## config.mk

```make
export PLATFORM = sky130hd
export DESIGN_NAME = spi_ram_arbiter
export DESIGN_NICKNAME = d
export VERILOG_FILES = /design/src/rtl/spi_ram_arbiter.sv
export SDC_FILE = /design/constraint.sdc
export NUM_CORES = 1
export LEC_CHECK = 0
export ABC_AREA = 1
export BUFFER_PORTS_ARGS = -buffer_cell sky130_fd_sc_hd__buf_2
export CAP_MARGIN = 20
export CORE_MARGIN = 2
export CORE_UTILIZATION = 48
export CTS_BUF_LIST = sky130_fd_sc_hd__clkbuf_16
export DETAILED_ROUTE_END_ITERATION = 12
export MAX_ROUTING_LAYER = met4
export PLACE_DENSITY = 0.8
export SETUP_SLACK_MARGIN = 0.02
export SLEW_MARGIN = 20
export SYNTH_ARGS = -nofsm -noshare
export SYNTH_HDL_FRONTEND = slang
export SYNTH_SLANG_ARGS = --single-unit
```

## constraint.sdc

```tcl
create_clock -name clk -period 1.6 [get_ports clk]
set_clock_uncertainty 0.1 [all_clocks]
set_input_delay 0.08 -clock clk [delete_from_list [all_inputs] [get_ports clk]]
set_output_delay 0.08 -clock clk [all_outputs]
set_load 0.03 [all_outputs]
```

## src/rtl/spi_ram_arbiter.sv

```systemverilog
// Two-requester round-robin arbiter serialising transactions onto a 10-bit SPI RAM command port.
// Latency: write done 3 cycles after req sample, read done 4+ (WAIT bounded by TIMEOUT); req ignored while busy.
module spi_ram_arbiter #(
    parameter int ADD_SIZE = 8,
    parameter int TIMEOUT  = 4
) (
    input  logic                clk,
    input  logic                rst,
    input  logic [1:0]          req,
    input  logic [1:0]          op,
    input  logic [ADD_SIZE-1:0] addr0,
    input  logic [ADD_SIZE-1:0] addr1,
    input  logic [7:0]          wdata0,
    input  logic [7:0]          wdata1,
    output logic [1:0]          gnt,
    output logic [1:0]          done,
    output logic [7:0]          rdata,
    output logic                err,
    output logic                busy,
    output logic [9:0]          ram_din,
    output logic                ram_rx_valid,
    input  logic [7:0]          ram_dout,
    input  logic                ram_tx_valid
);

    typedef enum logic [2:0] {IDLE, ADDR, DATA, WAIT, RESP} state_t;

    state_t              state, next_state;
    logic                owner;
    logic                last_gnt;
    logic                win;
    logic                op_q;
    logic [ADD_SIZE-1:0] addr_q;
    logic [7:0]          wdata_q;
    logic [3:0]          cnt;
    logic                wait_end;

    // On a tie the requester not granted last wins; reset leaves last_gnt=1 so requester 0 is favoured.
    always_comb begin
        case (req)
            2'b10:   win = 1'b1;
            2'b11:   win = ~last_gnt;
            default: win = 1'b0;
        endcase
    end

    assign wait_end = (cnt == 4'(TIMEOUT - 1));
    assign busy     = (state != IDLE);

    always_ff @(posedge clk) begin
        if (rst) state <= IDLE;
        else     state <= next_state;
    end

    always_comb begin
        next_state   = state;
        gnt          = 2'b00;
        done         = 2'b00;
        ram_rx_valid = 1'b0;
        ram_din      = 10'h000;
        case (state)
            IDLE: if (|req) next_state = ADDR;
            ADDR: begin
                gnt[owner]   = 1'b1;
                ram_rx_valid = 1'b1;
                ram_din      = {op_q, 1'b0, addr_q};
                next_state   = DATA;
            end
            DATA: begin
                ram_rx_valid = 1'b1;
                ram_din      = op_q ? 10'h300 : {1'b0, 1'b1, wdata_q};
                next_state   = op_q ? WAIT : RESP;
            end
            WAIT: if (ram_tx_valid || wait_end) next_state = RESP;
            RESP: begin
                done[owner] = 1'b1;
                next_state  = IDLE;
            end
            default: next_state = IDLE;
        endcase
    end

    always_ff @(posedge clk) begin
        if (rst) begin
            owner    <= 1'b0;
            last_gnt <= 1'b1;
            op_q     <= 1'b0;
            addr_q   <= '0;
            wdata_q  <= 8'h00;
            cnt      <= 4'd0;
            rdata    <= 8'h00;
            err      <= 1'b0;
        end else begin
            case (state)
                IDLE: if (|req) begin
                    owner    <= win;
                    last_gnt <= win;
                    op_q     <= op[win];
                    addr_q   <= win ? addr1 : addr0;
                    wdata_q  <= win ? wdata1 : wdata0;
                    cnt      <= 4'd0;
                    rdata    <= 8'h00;
                    err      <= 1'b0;
                end
                WAIT: begin
                    if (ram_tx_valid) begin
                        rdata <= ram_dout;
                        err   <= 1'b0;
                        cnt   <= 4'd0;
                    end else if (wait_end) begin
                        rdata <= 8'h00;
                        err   <= 1'b1;
                        cnt   <= 4'd0;
                    end else begin
                        cnt <= cnt + 4'd1;
                    end
                end
                default: ;
            endcase
        end
    end

endmodule

```

Yosys cells after proc, flatten, opt, wreduce, memory -nomap -nowiden
Cells that the tools add are included.
{"block": "classes", "magnitude_cmp": 3, "bitwise": 1, "muxes": 28, "n_addsub": 1, "reduce_logical": 11, "n_eq_ne": 10}
{"op": "$mux 8", "count": 5}
{"op": "$pmux 10 s2", "count": 1}
{"op": "$pmux 8 s2", "count": 1}
{"op": "$mux 4", "count": 3}
{"op": "$pmux 3 s4", "count": 1}
{"op": "$mux 10", "count": 1}
{"op": "$mux 3", "count": 3}
{"op": "$pmux 4 s2", "count": 1}
{"op": "$mux 1", "count": 7}
{"op": "$eq 3x2->1 const B", "count": 2}
{"op": "$reduce_and 2->1", "count": 3}
{"op": "$add 4x1->4 const B", "count": 1}
{"op": "$eq 2x2->1 const B", "count": 2}
{"op": "$eq 4x2->1 const B", "count": 1}
{"op": "$lt 1x2->1 const B", "count": 2}
{"op": "$mux 2", "count": 2}
{"op": "$ne 2x2->1 const B", "count": 2}
{"op": "$pmux 1 s2", "count": 2}
{"op": "$reduce_or 2->1", "count": 2}
{"op": "$eq 3x1->1 const B", "count": 1}
{"op": "$eq 3x3->1 const B", "count": 1}
{"op": "$logic_not 3->1", "count": 1}
{"op": "$ne 3x3->1 const B", "count": 1}
{"op": "$reduce_and 3->1", "count": 1}
{"op": "other kinds (7)", "count": 7}
{"block": "totals", "output_inout_bits": 25, "input_bits": 47, "regBits": 35}

Longest topological paths before layout
{"block": "depth", "ltp_word": 5, "depth_mapped": 8}

Worst setup path before layout
No wires, ideal clock.
{"block": "synth_timing", "path_type": "reg2out", "start": "register state[1]", "end": "output ram_din[0]", "stages_incl_launch_ff": 5, "t_required_ns": 1.420, "setup_slack_ns": -0.017, "arrival_time_ns": 1.437, "cell_sequence": "dfxtp_1 > inv_1 > nand3_1 > buf_2 > o21ai_0"}
{"block": "synth_between", "elab_chain_cells": 2}
{"item": "start, declared", "line": "28", "text": "state_t state, next_state;"}
{"item": "start signal, assigned", "line": "52", "text": "else state <= next_state;"}
{"item": "$eq 3x2->1 / $eq 3x1->1 (equally long branches)", "line": "61", "text": "case (state)"}
{"item": "$pmux 10 s2 *", "line": "61"}
{"item": "end, declared", "line": "20", "text": "output logic [9:0] ram_din,"}
Mark *: on every way between the ends. The rest lies on a longest branch, timed or not.

Worst setup path after layout
{"block": "layout_timing", "start": "register state[2]", "end": "output ram_din[3]"}
Same word-level chain as after synthesis.

==> results <==
- Clock tree synthesis found a total of 35 sinks.
- The final-report max-slew violation count came to 0.
- Using the TritonRoute via totals, the vias-per-cell ratio works out to 5.07.
- STA puts the critical path data arrival time at 1.42 ns.
- The mean instance size in the synthesized netlist is 7.00 um2.
- Setup repair after global routing could not meet its margin everywhere.
- The number of routed nets with antenna violations is 0.
- The final-layout fill cell count is 247.
- The number of placed instances, taps included, is 367.
- The maximum fanout count along the critical path is 5.
- The worst endpoint required time is 1.42 ns.
- The number of cell rows is 22.
- Detailed placement ended at an HPWL of 2860 um.
- The remaining routing DRC violations is 0.
- In this run the most critical hold path is launched from wdata0[5].
- Counting instances, the worst hold path has a depth of 5.
- Global routing finished with a remaining overflow of 0.
- The total of flip-flops plus latches after synthesis is 35.
- The initial antenna violation count is 0.
- The post-synthesis net count is 301.
- The endpoint kind of the worst setup timing path is an output port.
- The number of design-rule violations left by the first detailed-router iteration is 133.
- The path class of the lowest-slack min-delay path is primary input to flip-flop.
- 0 antenna diodes ended up in the layout.
- The worst-case headroom to the max-slew limit is 66.5%.
- The chip width is 64.8 um.
- IR analysis of the VDD net gives a maximum drop of 0.000813 V.
- TritonCTS created 5 clock buffers.
- Summing all placed instances gives a cell area of 2160 um2.
- The length in cells of the worst reg-to-reg path is 6.
- Of the cells placed in the final design, the portion with a size suffix greater than 1 is 33.2%.
- The region available for standard cell placement spans 3610 um2.
- The actual slew at the worst max-slew pin is 0.502 ns.
- Across all layers, the routed design uses 2,073 vias.
- The global-route usage over all layers is 25.6%.
- The start-to-end type of the worst setup path is flip-flop to output port.
- The pre-antenna-repair detailed-routing pass consisted of 4 iterations.
- The number of nets at the end of the flow is 408.
- The area growth from synthesis to layout is 57.2%.
- The register-to-register setup slack is 0.10 ns.
- The Yosys step of the flow raised 0 warnings.
- During placement, the flow inserted port buffers numbering 71.
- The area used by sequential logic in the layout is 707 um2.
- The CTS tree is built.
- The area of the multi-input gates is 938 um2.
- Setup violations remaining at the end of the flow were counted as 0.
- The critical path startpoint category is a flip-flop.
- With fillers left out, the area of the finished cells amounts to 2790 um2.
- The detailed-route wire length per cell is 13.2 um.
- From bottom edge to top edge, the die measures 64.8 um.
- At the end of routability-driven placement, the weighted congestion stood at 0.820.
- The origin of the critical flop-to-flop path is state[0].
- The number of violations of the max-capacitance limit is 0.
- The endpoint of the worst hold-timing path is wdata_q[5].
- The number of hold violations in the final report is 0.
- The number of cells in the finished layout apart from fillers is 409.
- The via count of the first global-routing pass is 1,938.
- The global-route wire length before repair is 8130 um.
- In this run the cell area of the synthesized design comes to 1770 um2.
- The clock passes through at most 2 buffers.
- The maximum level of the CTS H-tree is 2.
- The end of the worst register-to-register path is rdata[7].
- Timing would allow up to 0.627 GHz.
- The clock root buffer master is clkbuf_16.
- The overall die area is 4190 um2.
- After synthesis, flip-flops and latches occupy 39.5% of the total area.
- In this run, distinct cell masters in the synthesized netlist total 27.
- The total power density per cell area is 1240 nW/um2.
- The aggregate negative setup slack is 0 ns.
- For this design the static power due to leakage is 1.34 nW.
- The later pin in the worst-skew pair is clocked with a latency of 0.28 ns.
- Entering global routing, the biggest net connects 35 pins.
- Of the available clock period, the critical path in the final layout requires 99.7%.
- The run finished with clean final reports.
- The number of placed I/O pins is 72.
- After layout, the minimum clock period comes to 1.60 ns.
- The routed design has 5390 um of wire.
- The initial utilization of the core area, before any placement, comes to 49.1%.
- Synthesis produced 253 cells.
- The CTS clock-pin slew for the worst setup and hold paths is 0.05 ns.
[metrics by stage]
stage               hold slack (ns)  util, %  setup slack (ns)  total power [mW]
detailed placement            0.211     59.8            0.0572              2.01
floorplan                     0.107        -           -0.0169              1.79
CTS                          0.0658     73.8            0.0145              3.23
finish                       0.0596     77.2           0.00493              3.44
global route                 0.0933     77.2           -0.0242              3.61
global placement              0.204     59.8            0.0962              1.99
[area by class of cell]
class,count,area share [%]
inverter,40,5.48
timing repair buffer,108,27.4
clock inverter,3,1.39
clock buffer,5,4.49
sequential,35,25.4
multi-input combinational,170,33.7
tap,48,2.16
[timing repair]
| item | CTS | global route |
|---|---|---|
| setup endpoints to repair | 11 | 28 |
| hold endpoints to repair | 25 | 0 |
| hold buffers | 25 | 0 |
| gates cloned | 1 | 2 |
| pin swaps | 2 | 4 |
| setup buffers | 4 | 2 |
| gates resized for setup | 28 | 20 |
[kinds of logic (layout without fill, tap and decap cells)]
logic type / after synthesis / in the layout / share of synthesized area, %
AOI/OAI and AO/OA: 79 / 79 / 23.4
xor gates and xnor gates: 1 / 1 / 0.494
DFF: 35 / 35 / 39.5
and+or+nand+nor: 86 / 89 / 23.1
buffers and inverters: 51 / 156 / 12.7
adders and majority gates: 1 / 1 / 0.706
[cell usage after synthesis]
library cell  count  area [um2]
nand4_1           2        12.5
o21ai_2           1        8.76
nor2_1           26        97.6
nand3_1           6        30.0
dfxtp_1          35         701
a21oi_2           3        26.3
a31oi_1           2        12.5
nor3_1            1        5.00
buf_6             2        22.5
nand2_4           2        22.5
nor2_8            1        20.0
a21boi_0          1        7.51
xor2_1            1        8.76
nand2_2           1        6.26
nor2_2            1        6.26
nand3_4           1        17.5
ha_1              1        12.5
nor2_4            3        33.8
clkbuf_4          1        7.51
o21ai_0          33         165
inv_1            40         150
o21ai_1          11        55.1
buf_2             3        15.0
nand2_1          42         158
clkbuf_1          4        15.0
a21oi_1          28         140
buf_8             1        15.0
[cell usage in the layout (no fill, tap or decap), types with 14 or more instances in the layout]
cell type and instances:
dfxtp_1 32, inv_1 38, a21oi_1 28, o21ai_0 25
nand2_1 39, nor2_1 26, buf_2 61, buf_4 14
o21ai_1 14, dlygate4sd3_1 25
[worst max-delay path, cell delays in order (launching register included)]
cell	delay, ns
dfxtp_2	0.34
nor2_4	0.13
nand2_4	0.08
nor2_4	0.18
nand2_1	0.09
o21ai_1	0.12
buf_4	0.19
[report_power, final]
part | internal, mW | leakage, nW | total, mW | switching [mW]
clock | 0.726 | 0.0812 | 1.08 | 0.354
sequential | 1.01 | 0.289 | 1.10 | 0.0922
combinational | 0.507 | 0.966 | 1.26 | 0.757
[how the worst max path moves through the flow]
stage	slack [ns]	startpoint	end	cells after the start
after global routing	-0.02	state[2]	ram_din[3]	6
after detailed placement	0.06	state[2]	ram_din[0]	6
after CTS	0.01	state[2]	ram_din[0]	6
final	0.005	state[2]	ram_din[3]	6
after global placement	0.1	state[2]	ram_din[4]	6
after floorplan	-0.02	state[1]	ram_din[0]	4
[metal layers]
| metal | vias to the layer above | global-route usage [%] | wire length (um) |
|---|---|---|---|
| met4 | 0 | 12.2 | 155 |
| met3 | 15 | 5.21 | 331 |
| met1 | 948 | 27.1 | 2080 |
| li1 | 1026 | - | - |
| met5 | - | - | 0 |
| met2 | 84 | 45.4 | 2820 |
[state kept, by name, summed over array words and instances (netlist names)]
signal    count
addr_q        8
last_gnt      1
wdata_q       8
state         3
rdata         8
owner         1
cnt           4
err           1
op_q          1
Note: power is estimated with default switching activity, not from simulation.
